## src/rtl/pr_aw_pkg.sv

```systemverilog
// -----------------------------------------------------------------------------
// pr_aw_pkg
// Shared types and constants for the AW write-snoop unit.
//   snoop_st_t : snoop FSM states
//   ERR_*      : sticky error codes reported on errorCode
// -----------------------------------------------------------------------------
package pr_aw_pkg;

   typedef enum logic [1:0] {
      ST_IDLE,
      ST_CHECK,
      ST_FLUSH,
      ST_FORWARD
   } snoop_st_t;

   localparam logic [2:0] ERR_NONE      = 3'd0;
   localparam logic [2:0] ERR_FLUSH_TO  = 3'd1;
   localparam logic [2:0] ERR_ADDR_WRAP = 3'd2;

endpackage

```

## src/rtl/pr_aw_snoop_if.sv

```systemverilog
// -----------------------------------------------------------------------------
// pr_aw_snoop_if
// AXI write-address channel subset (valid/ready handshake plus addr/len/id).
//   master modport : drives valid, addr, len, id; samples ready
//   slave modport  : samples valid, addr, len, id; drives ready
// -----------------------------------------------------------------------------
interface pr_aw_snoop_if #(
   parameter int ADDR_BITS       = 16,
   parameter int BURST_LEN_WIDTH = 8,
   parameter int TID_WIDTH       = 8
);
   logic                       valid;
   logic                       ready;
   logic [ADDR_BITS-1:0]       addr;
   logic [BURST_LEN_WIDTH-1:0] len;
   logic [TID_WIDTH-1:0]       id;

   modport master (output valid, addr, len, id, input ready);
   modport slave  (input valid, addr, len, id, output ready);
endinterface

```

## src/rtl/pr_range_overlap.sv

```systemverilog
// -----------------------------------------------------------------------------
// pr_range_overlap
// Combinational test whether inclusive intervals [a_lo,a_hi] and [b_lo,b_hi]
// share at least one address.
//   a_lo, a_hi : first interval bounds (inclusive)
//   b_lo, b_hi : second interval bounds (inclusive)
//   overlap    : 1 when the intervals intersect
// -----------------------------------------------------------------------------
module pr_range_overlap #(
   parameter int ADDR_BITS = 16
) (
   input  logic [ADDR_BITS-1:0] a_lo,
   input  logic [ADDR_BITS-1:0] a_hi,
   input  logic [ADDR_BITS-1:0] b_lo,
   input  logic [ADDR_BITS-1:0] b_hi,
   output logic                 overlap
);
   assign overlap = (a_lo <= b_hi) && (a_hi >= b_lo);
endmodule

```

## src/rtl/pr_aw_snoop.sv

```systemverilog
// -----------------------------------------------------------------------------
// pr_aw_snoop
// Write-snoop unit between the AW slave port and the DRAM AW channel. Each
// accepted AW burst is compared against the prefetched windows of STREAM_NUM
// streams; overlapping streams are asked to flush and the AW is held until all
// of them acknowledge (or the flush timeout expires), then forwarded.
//   clk, resetN      : clock, synchronous active-low reset
//   en               : snoop enable (0 = never flush, AW still forwarded)
//   s_aw             : slave AW channel (one burst in flight at a time)
//   m_aw             : master AW channel, registered copy of the accepted AW
//   str_valid        : stream i holds prefetched data
//   str_lo, str_hi   : inclusive window of stream i, slice [i*ADDR_BITS +: ADDR_BITS]
//   flush_req        : level request to stream i to drop its data
//   flush_ack        : stream i finished flushing (pulse is enough)
//   crs_flushTimeout : max cycles to wait for acks, 0 = forever
//   errorCode        : sticky error (ERR_FLUSH_TO / ERR_ADDR_WRAP)
// -----------------------------------------------------------------------------
module pr_aw_snoop
   import pr_aw_pkg::*;
#(
   parameter int ADDR_BITS            = 16,
   parameter int TID_WIDTH            = 8,
   parameter int BURST_LEN_WIDTH      = 8,
   parameter int LOG_BLOCK_DATA_BYTES = 0,
   parameter int STREAM_NUM           = 4,
   parameter int FLUSH_TO_WIDTH       = 10
) (
   input  logic                            clk,
   input  logic                            resetN,
   input  logic                            en,
   pr_aw_snoop_if.slave                    s_aw,
   pr_aw_snoop_if.master                   m_aw,
   input  logic [STREAM_NUM-1:0]           str_valid,
   input  logic [STREAM_NUM*ADDR_BITS-1:0] str_lo,
   input  logic [STREAM_NUM*ADDR_BITS-1:0] str_hi,
   output logic [STREAM_NUM-1:0]           flush_req,
   input  logic [STREAM_NUM-1:0]           flush_ack,
   input  logic [FLUSH_TO_WIDTH-1:0]       crs_flushTimeout,
   output logic [2:0]                      errorCode
);
   localparam int EW = ADDR_BITS + 1;

   snoop_st_t                  state, state_d;
   logic [ADDR_BITS-1:0]       addr_q;
   logic [BURST_LEN_WIDTH-1:0] len_q;
   logic [TID_WIDTH-1:0]       id_q;
   logic [STREAM_NUM-1:0]      pend_q, pend_d, hit;
   logic [STREAM_NUM-1:0]      flush_req_q, flush_req_d;
   logic [FLUSH_TO_WIDTH-1:0]  cnt_q, cnt_d;
   logic [2:0]                 err_q, err_d;
   logic                       m_valid_q, m_valid_d;
   logic                       accept;
   logic [EW-1:0]              end_full;
   logic [ADDR_BITS-1:0]       end_addr;
   logic                       wrap;

   assign s_aw.ready = (state == ST_IDLE) && resetN;
   assign accept     = s_aw.valid && (state == ST_IDLE);

   assign m_aw.valid = m_valid_q;
   assign m_aw.addr  = addr_q;
   assign m_aw.len   = len_q;
   assign m_aw.id    = id_q;
   assign flush_req  = flush_req_q;
   assign errorCode  = err_q;

   // Last byte of the burst, one bit wider so a wrap past the top of the
   // address space shows up as a carry; a wrapped burst is clamped to the top.
   assign end_full = {1'b0, addr_q}
                   + ((EW'(len_q) + EW'(1)) << LOG_BLOCK_DATA_BYTES)
                   - EW'(1);
   assign wrap     = end_full[ADDR_BITS];
   assign end_addr = wrap ? '1 : end_full[ADDR_BITS-1:0];

   for (genvar i = 0; i < STREAM_NUM; i++) begin : g_str
      logic ovl;

      pr_range_overlap #(.ADDR_BITS(ADDR_BITS)) u_ovl (
         .a_lo    (addr_q),
         .a_hi    (end_addr),
         .b_lo    (str_lo[i*ADDR_BITS +: ADDR_BITS]),
         .b_hi    (str_hi[i*ADDR_BITS +: ADDR_BITS]),
         .overlap (ovl)
      );

      assign hit[i] = en && str_valid[i] && ovl;
   end

   // NOTE: sequential state uses non-blocking assignments so every flop samples
   // the pre-edge value regardless of process ordering.
   always_ff @(posedge clk) begin
      if (!resetN) state <= ST_IDLE;
      else         state <= state_d;
   end

   // NOTE: every signal gets a default before the case so no path leaves one
   // unassigned, which would otherwise infer a latch.
   always_comb begin
      state_d     = state;
      pend_d      = pend_q;
      cnt_d       = cnt_q;
      err_d       = err_q;
      m_valid_d   = 1'b0;
      flush_req_d = '0;

      unique case (state)
         ST_IDLE: begin
            if (accept) state_d = ST_CHECK;
         end

         ST_CHECK: begin
            pend_d = hit;
            cnt_d  = '0;
            if (wrap && (err_q == ERR_NONE)) err_d = ERR_ADDR_WRAP;
            state_d = (hit == '0) ? ST_FORWARD : ST_FLUSH;
         end

         ST_FLUSH: begin
            // flush_req follows pend one cycle late, so a stream keeps seeing
            // its request for the cycle after its ack is sampled.
            flush_req_d = pend_q;
            pend_d      = pend_q & ~flush_ack;
            cnt_d       = cnt_q + FLUSH_TO_WIDTH'(1);
            // An ack that empties pend wins over a coincident timeout.
            if (pend_d == '0) begin
               state_d = ST_FORWARD;
            end else if ((crs_flushTimeout != '0) && (cnt_d == crs_flushTimeout)) begin
               pend_d  = '0;
               if (err_q == ERR_NONE) err_d = ERR_FLUSH_TO;
               state_d = ST_FORWARD;
            end
         end

         ST_FORWARD: begin
            // m_aw_valid rises one cycle after entering FORWARD and drops on
            // the handshake edge.
            m_valid_d = !(m_valid_q && m_aw.ready);
            if (m_valid_q && m_aw.ready) state_d = ST_IDLE;
         end

         default: state_d = ST_IDLE;
      endcase
   end

   // NOTE: the held AW fields are reset too, so m_aw_* reads as zero after
   // reset rather than stale data from an interrupted transfer.
   always_ff @(posedge clk) begin
      if (!resetN) begin
         addr_q      <= '0;
         len_q       <= '0;
         id_q        <= '0;
         pend_q      <= '0;
         cnt_q       <= '0;
         err_q       <= ERR_NONE;
         m_valid_q   <= 1'b0;
         flush_req_q <= '0;
      end else begin
         if (accept) begin
            addr_q <= s_aw.addr;
            len_q  <= s_aw.len;
            id_q   <= s_aw.id;
         end
         pend_q      <= pend_d;
         cnt_q       <= cnt_d;
         err_q       <= err_d;
         m_valid_q   <= m_valid_d;
         flush_req_q <= flush_req_d;
      end
   end

endmodule
```

## src/flat_wrapper.sv

```systemverilog
// flat-port wrapper written by rule: the top's interface ports become plain ports
module pr_aw_snoop_flat import pr_aw_pkg::*;
#(
   parameter int ADDR_BITS            = 16,
   parameter int TID_WIDTH            = 8,
   parameter int BURST_LEN_WIDTH      = 8,
   parameter int LOG_BLOCK_DATA_BYTES = 0,
   parameter int STREAM_NUM           = 4,
   parameter int FLUSH_TO_WIDTH       = 10
)
  (clk, resetN, en, str_valid, str_lo, str_hi, flush_req, flush_ack, crs_flushTimeout, errorCode, s_aw_valid, s_aw_addr, s_aw_len, s_aw_id, s_aw_ready, m_aw_valid, m_aw_addr, m_aw_len, m_aw_id, m_aw_ready);
  pr_aw_snoop_if #(.ADDR_BITS(ADDR_BITS), .BURST_LEN_WIDTH(BURST_LEN_WIDTH), .TID_WIDTH(TID_WIDTH)) s_aw_i ();
  pr_aw_snoop_if #(.ADDR_BITS(ADDR_BITS), .BURST_LEN_WIDTH(BURST_LEN_WIDTH), .TID_WIDTH(TID_WIDTH)) m_aw_i ();
  input  logic clk;
  input  logic resetN;
  input  logic en;
  input  logic [STREAM_NUM-1:0] str_valid;
  input  logic [STREAM_NUM*ADDR_BITS-1:0] str_lo;
  input  logic [STREAM_NUM*ADDR_BITS-1:0] str_hi;
  output logic [STREAM_NUM-1:0] flush_req;
  input  logic [STREAM_NUM-1:0] flush_ack;
  input  logic [FLUSH_TO_WIDTH-1:0] crs_flushTimeout;
  output logic [2:0] errorCode;
  input wire logic [$bits(s_aw_i.valid)-1:0] s_aw_valid;
  input wire logic [$bits(s_aw_i.addr)-1:0] s_aw_addr;
  input wire logic [$bits(s_aw_i.len)-1:0] s_aw_len;
  input wire logic [$bits(s_aw_i.id)-1:0] s_aw_id;
  output wire logic [$bits(s_aw_i.ready)-1:0] s_aw_ready;
  output wire logic [$bits(m_aw_i.valid)-1:0] m_aw_valid;
  output wire logic [$bits(m_aw_i.addr)-1:0] m_aw_addr;
  output wire logic [$bits(m_aw_i.len)-1:0] m_aw_len;
  output wire logic [$bits(m_aw_i.id)-1:0] m_aw_id;
  input wire logic [$bits(m_aw_i.ready)-1:0] m_aw_ready;
  assign s_aw_i.valid = s_aw_valid;
  assign s_aw_i.addr = s_aw_addr;
  assign s_aw_i.len = s_aw_len;
  assign s_aw_i.id = s_aw_id;
  assign s_aw_ready = s_aw_i.ready;
  assign m_aw_valid = m_aw_i.valid;
  assign m_aw_addr = m_aw_i.addr;
  assign m_aw_len = m_aw_i.len;
  assign m_aw_id = m_aw_i.id;
  assign m_aw_i.ready = m_aw_ready;
  pr_aw_snoop #(.ADDR_BITS(ADDR_BITS), .TID_WIDTH(TID_WIDTH), .BURST_LEN_WIDTH(BURST_LEN_WIDTH), .LOG_BLOCK_DATA_BYTES(LOG_BLOCK_DATA_BYTES), .STREAM_NUM(STREAM_NUM), .FLUSH_TO_WIDTH(FLUSH_TO_WIDTH)) u_core (.clk(clk), .resetN(resetN), .en(en), .s_aw(s_aw_i), .m_aw(m_aw_i), .str_valid(str_valid), .str_lo(str_lo), .str_hi(str_hi), .flush_req(flush_req), .flush_ack(flush_ack), .crs_flushTimeout(crs_flushTimeout), .errorCode(errorCode));
endmodule
```

## config.mk

```make
export PLATFORM = sky130hd
export DESIGN_NAME = pr_aw_snoop_flat
export DESIGN_NICKNAME = d
export VERILOG_FILES = /design/src/rtl/pr_aw_pkg.sv /design/src/rtl/pr_aw_snoop_if.sv /design/src/rtl/pr_range_overlap.sv /design/src/rtl/pr_aw_snoop.sv /design/src/flat_wrapper.sv
export SDC_FILE = /design/constraint.sdc
export NUM_CORES = 1
export LEC_CHECK = 0
export CAP_MARGIN = 20
export CELL_PAD_IN_SITES_DETAIL_PLACEMENT = 1
export CELL_PAD_IN_SITES_GLOBAL_PLACEMENT = 2
export CORE_ASPECT_RATIO = 1.5
export CORE_UTILIZATION = 27
export CTS_BUF_LIST = sky130_fd_sc_hd__clkbuf_16
export DETAILED_ROUTE_END_ITERATION = 10
export GPL_ROUTABILITY_DRIVEN = 0
export HOLD_SLACK_MARGIN = 0.08
export PLACE_DENSITY_LB_ADDON = 0.1
export SETUP_SLACK_MARGIN = 0.02
export SLEW_MARGIN = 15
export SYNTH_ARGS = -nofsm -noshare
export SYNTH_HDL_FRONTEND = slang
export SYNTH_HIERARCHICAL = 1
export SYNTH_SLANG_ARGS = --single-unit
```

## constraint.sdc

```tcl
create_clock -name clk -period 6.8 [get_ports clk]
set_input_delay 0.68 -clock clk [delete_from_list [all_inputs] [get_ports clk]]
set_output_delay 0.68 -clock clk [all_outputs]
set_load 0.02 [all_outputs]
```

==> metrics.md <==
| Metric | Value |
|---|---|
| Hold/Removal Path Class | reg -> reg |
| Port Buffer Count | 222 |
| Leakage | ~4.2 nW |
| DR pass1 iterations | 4 |
| Worst path top cell family by delay | compound AO/OA/AOI/OAI gates |
| Routed WL | approximately 25 mm |
| Seq/Total Area, Yosys | 17.2% |
| Final #Nets | 1,380 |
| Die Height | between 150 and 200 µm |
| FF+latch count, synth | between 50 and 60 |
| CTS Buf Count | 5 |
| Hold wc startpoint | u_core/m_aw.id[5]$_SDFFE_PN0P_ |
| CP Launch Type | flip-flop |
| Die ar. | approximately 0.024 mm² |
| Io pins | 224 |
| Initial antenna violation count | 0 |
| Fill cells | 2,851 |
| All-Layer GR Usage | 20.2% |
| Final setup fails | 0 |
| Worst-case clock skew | 0.00920 ns |
| Final instance area | between 0.009 and 0.01 mm² |
| Reg2Reg Launch Point | u_core/m_aw.addr[0]$_SDFFE_PN0P_ |
| H-tree levels | 2 |
| Pwr Density | around 200 mW/mm² |
| Fin. Hold Viols | 0 |
| Final core occ | about two fifths |
| Remaining global-route overflow | 0 |
| Peak VDD IR | 0.118 mV |
| Layout Area Growth over Synthesis | 42.1% |
| Total clock sinks | 55 |
| CTS Hold Buffers Added | 0 |
| Post-synth EDFFs | 0 |
| Die Width | between 100 and 150 µm |
| Status | completed |
| TritonCTS clock tree | yes |
| Placed insts | 1,362 |
| CP max stage delay | 0.45 ns |
| WP data required | 7.03 ns |
| Synth warnings | 6 |
| Primary FF master, synth | dfxtp_1 |
| Distinct cells, synth | 61 |
| Slowest library cell on the worst path | nand3_1 |
| Worst endpoint data arrival time | 5.03 ns |
| Hpwl dp | 20.6 mm |
| Cells after synthesis | 848 |
| Total Power | 1.86 mW |
| Fin crit period | 4.80 ns |
| Slew Viols, Final | 0 |
| Cell Area, Synth | 0.00641 mm² |
| Number of global-route vias before repair | 7,012 |
| Initial core utilization | 27.7% |
| CP Cell Sequence | ha_1, fa_1, a21o_1, a21oi_1, o21ai_1, nand3_1, nand2b_1, ha_1, o21ai_1, a21oi_1, o31ai_1, a2111oi_2, o32a_1, a22o_1, o21ai_0, nand3_1, o21ai_0, o21ai_0, mux2i_1 |
| Final TNS setup | 0 ns |
| Worst-path clk slew | 0.08 ns |
| CTS max path bufs | 2 |
| Crit path buf inv count | 0 |
| Vias | ~6,700 |
| Post-synthesis average cell area | 7.56 µm² |
| Crit Path Category | reg -> reg |
| Unrepaired setup endpoints after global routing | false |
| Worst skew pair latency | 0.30 ns |
| First-pass GRT wire length | about 38 mm |
| Core area | ~0.023 mm² |
| Actual slew at the worst max-slew pin | 0.768 ns |
| Setup bufs post-CTS | 0 |
| Crit path capture type | flip-flop |
| Row Count | 68 |
| Most numerous cell on the critical path | o21ai_0 |
| DR vias/cell | between 4 and 5 |
| CTS Root Cell | clkbuf_16 |
| Ys async rst share | 0% |
| Largest net degree at the start of global routing | 47 |
| Avg WL per Cell | around 18 µm |
| Syn_nets | 1,174 |
| ANT cells | 0 |
| # resized after CTS | 0 |
| Max Cap Viol | 0 |
| Final std cells w/o fill | 1,370 |
| Post-route DRC violation count | 0 |
| Detailed Route Iter0 Violations | 112 |
| Rel. slew slack | 48.3% |
| Area after DPL | just under 0.009 mm² |
| Layout cells sized above 1 | approximately 3.3% |
| Crit-path max FO | 12 |
| Antenna-violating nets left | 0 |
| Worst setup path startpoint | u_core/m_aw.addr[0]$_SDFFE_PN0P_ |
| Max Freq | approximately 210 MHz |
| Final period utilization | 70.6% |
[final timing paths]
check / endpoint / slack [ns] / cells past startpoint
max: u_core/state[0]$_SDFFE_PN0P_ / 2.00 / 19
min: u_core/m_aw.id[5]$_SDFFE_PN0P_ / 0.46 / 2
max reg2reg: u_core/state[0]$_SDFFE_PN0P_ / 2.00 / 19
min reg2reg: u_core/m_aw.id[5]$_SDFFE_PN0P_ / 0.46 / 2
[final cells by class]
type	instances	area, µm²	area share (%)
Inverter	142	533	5.86
Tap cell	315	394	4.33
Timing Repair Buffer	225	2240	24.7
Multi-Input combinational cell	625	4660	51.2
Clock inverter	3	42.5	0.467
Clock buffer	5	125	1.37
Sequential cell	55	1100	12.1
[logic make-up after synthesis]
logic type | Yosys count | synth area share, %
xor gates and xnor gates | 18 | 2.46
AOI/OAI and AO/OA | 193 | 20.1
buffers and inverters | 168 | 10.1
DFF | 55 | 17.2
other | 1 | 0.0585
muxes | 11 | 1.84
and+or+nand+nor | 259 | 20.2
adders and majority gates | 143 | 28.0
[flip-flops by register name, summed over array words and instances, names as in the netlist]
signal	cells
u_core/flush_req	4
u_core/m_aw.addr	16
u_core/m_aw.valid	1
u_core/m_aw.len	8
u_core/errorCode	2
u_core/m_aw.id	8
u_core/cnt_q	10
u_core/pend_q	4
u_core/state	2
[stage by stage]
step | hold WS (ns) | setup WS [ns]
floorplan | 0.434 | 2.70
global placement | 0.443 | 2.21
detailed placement | 0.454 | 2.06
CTS | 0.465 | 2.03
global route | 0.475 | 1.52
finish | 0.460 | 2.00
[cell usage in the layout (no fill, tap or decap), types with 22 or more instances in the layout]
cell type	netlist	routed
o21ai_0	22	22
clkdlybuf4s50_1	0	222
ha_1	142	142
nand3_1	22	22
dfxtp_1	55	55
a21oi_1	90	90
inv_1	142	143
nand4_1	24	24
nor2_1	37	37
nand2_1	117	117
[metal layers]
layer | part of all wire [%] | GRT usage [%] | up-vias | routed length (µm)
met1 | 39 | 22.1 | 3193 | 9690
li1 | - | - | 3353 | -
met4 | 2.1 | 4.98 | 0 | 518
met2 | 55 | 40.5 | 135 | 13500
met5 | 0 | 0 | - | 0
met3 | 3.4 | 2.05 | 20 | 832
[cells in the mapped netlist, drive strengths merged, types with 3 or more instances]
library cell	count	share of area, %
o32a	5	0.78
nand3	22	1.7
a21o	3	0.35
a2111o	4	0.70
nand2b	11	1.1
nor3	9	1.1
buf	9	0.74
inv	142	8.3
xor2	7	0.96
mux2	6	1.1
a31oi	4	0.62
clkbuf	17	1.0
ha	142	28
a221oi	4	0.55
a211o	3	0.41
o2bb2ai	3	0.41
a21oi	90	7.0
o21a	4	0.47
dfxtp	55	17
nand2	118	7.0
and2	5	0.49
xnor2	11	1.5
o21ai	29	2.3
a2111oi	4	0.94
nor4	7	0.68
o211a	5	0.78
nand4	29	3.9
nor2b	9	0.88
mux2i	5	0.78
o31ai	6	0.70
o211ai	5	0.59
nor2	37	2.2
a211oi	11	1.8
and3	6	0.59
[power by group]
group | total, mW | internal, mW | switching (mW)
clock network | 0.302 | 0.174 | 0.128
registers | 0.461 | 0.368 | 0.0930
logic | 1.09 | 0.464 | 0.631
[worst register-to-register path, stage by stage, from the launching register on]
cell       delay [ns]
dfxtp_1          0.38
ha_1             0.25
fa_1             0.41
a21o_1           0.17
a21oi_1          0.27
o21ai_1          0.16
nand3_1          0.45
nand2b_1         0.26
ha_1             0.35
o21ai_1          0.12
a21oi_1          0.06
o31ai_1          0.44
a2111oi_2        0.16
o32a_1           0.42
a22o_1           0.25
o21ai_0          0.18
nand3_1          0.09
o21ai_0          0.08
o21ai_0          0.09
mux2i_1          0.15
(Power assumes the default switching activity.)
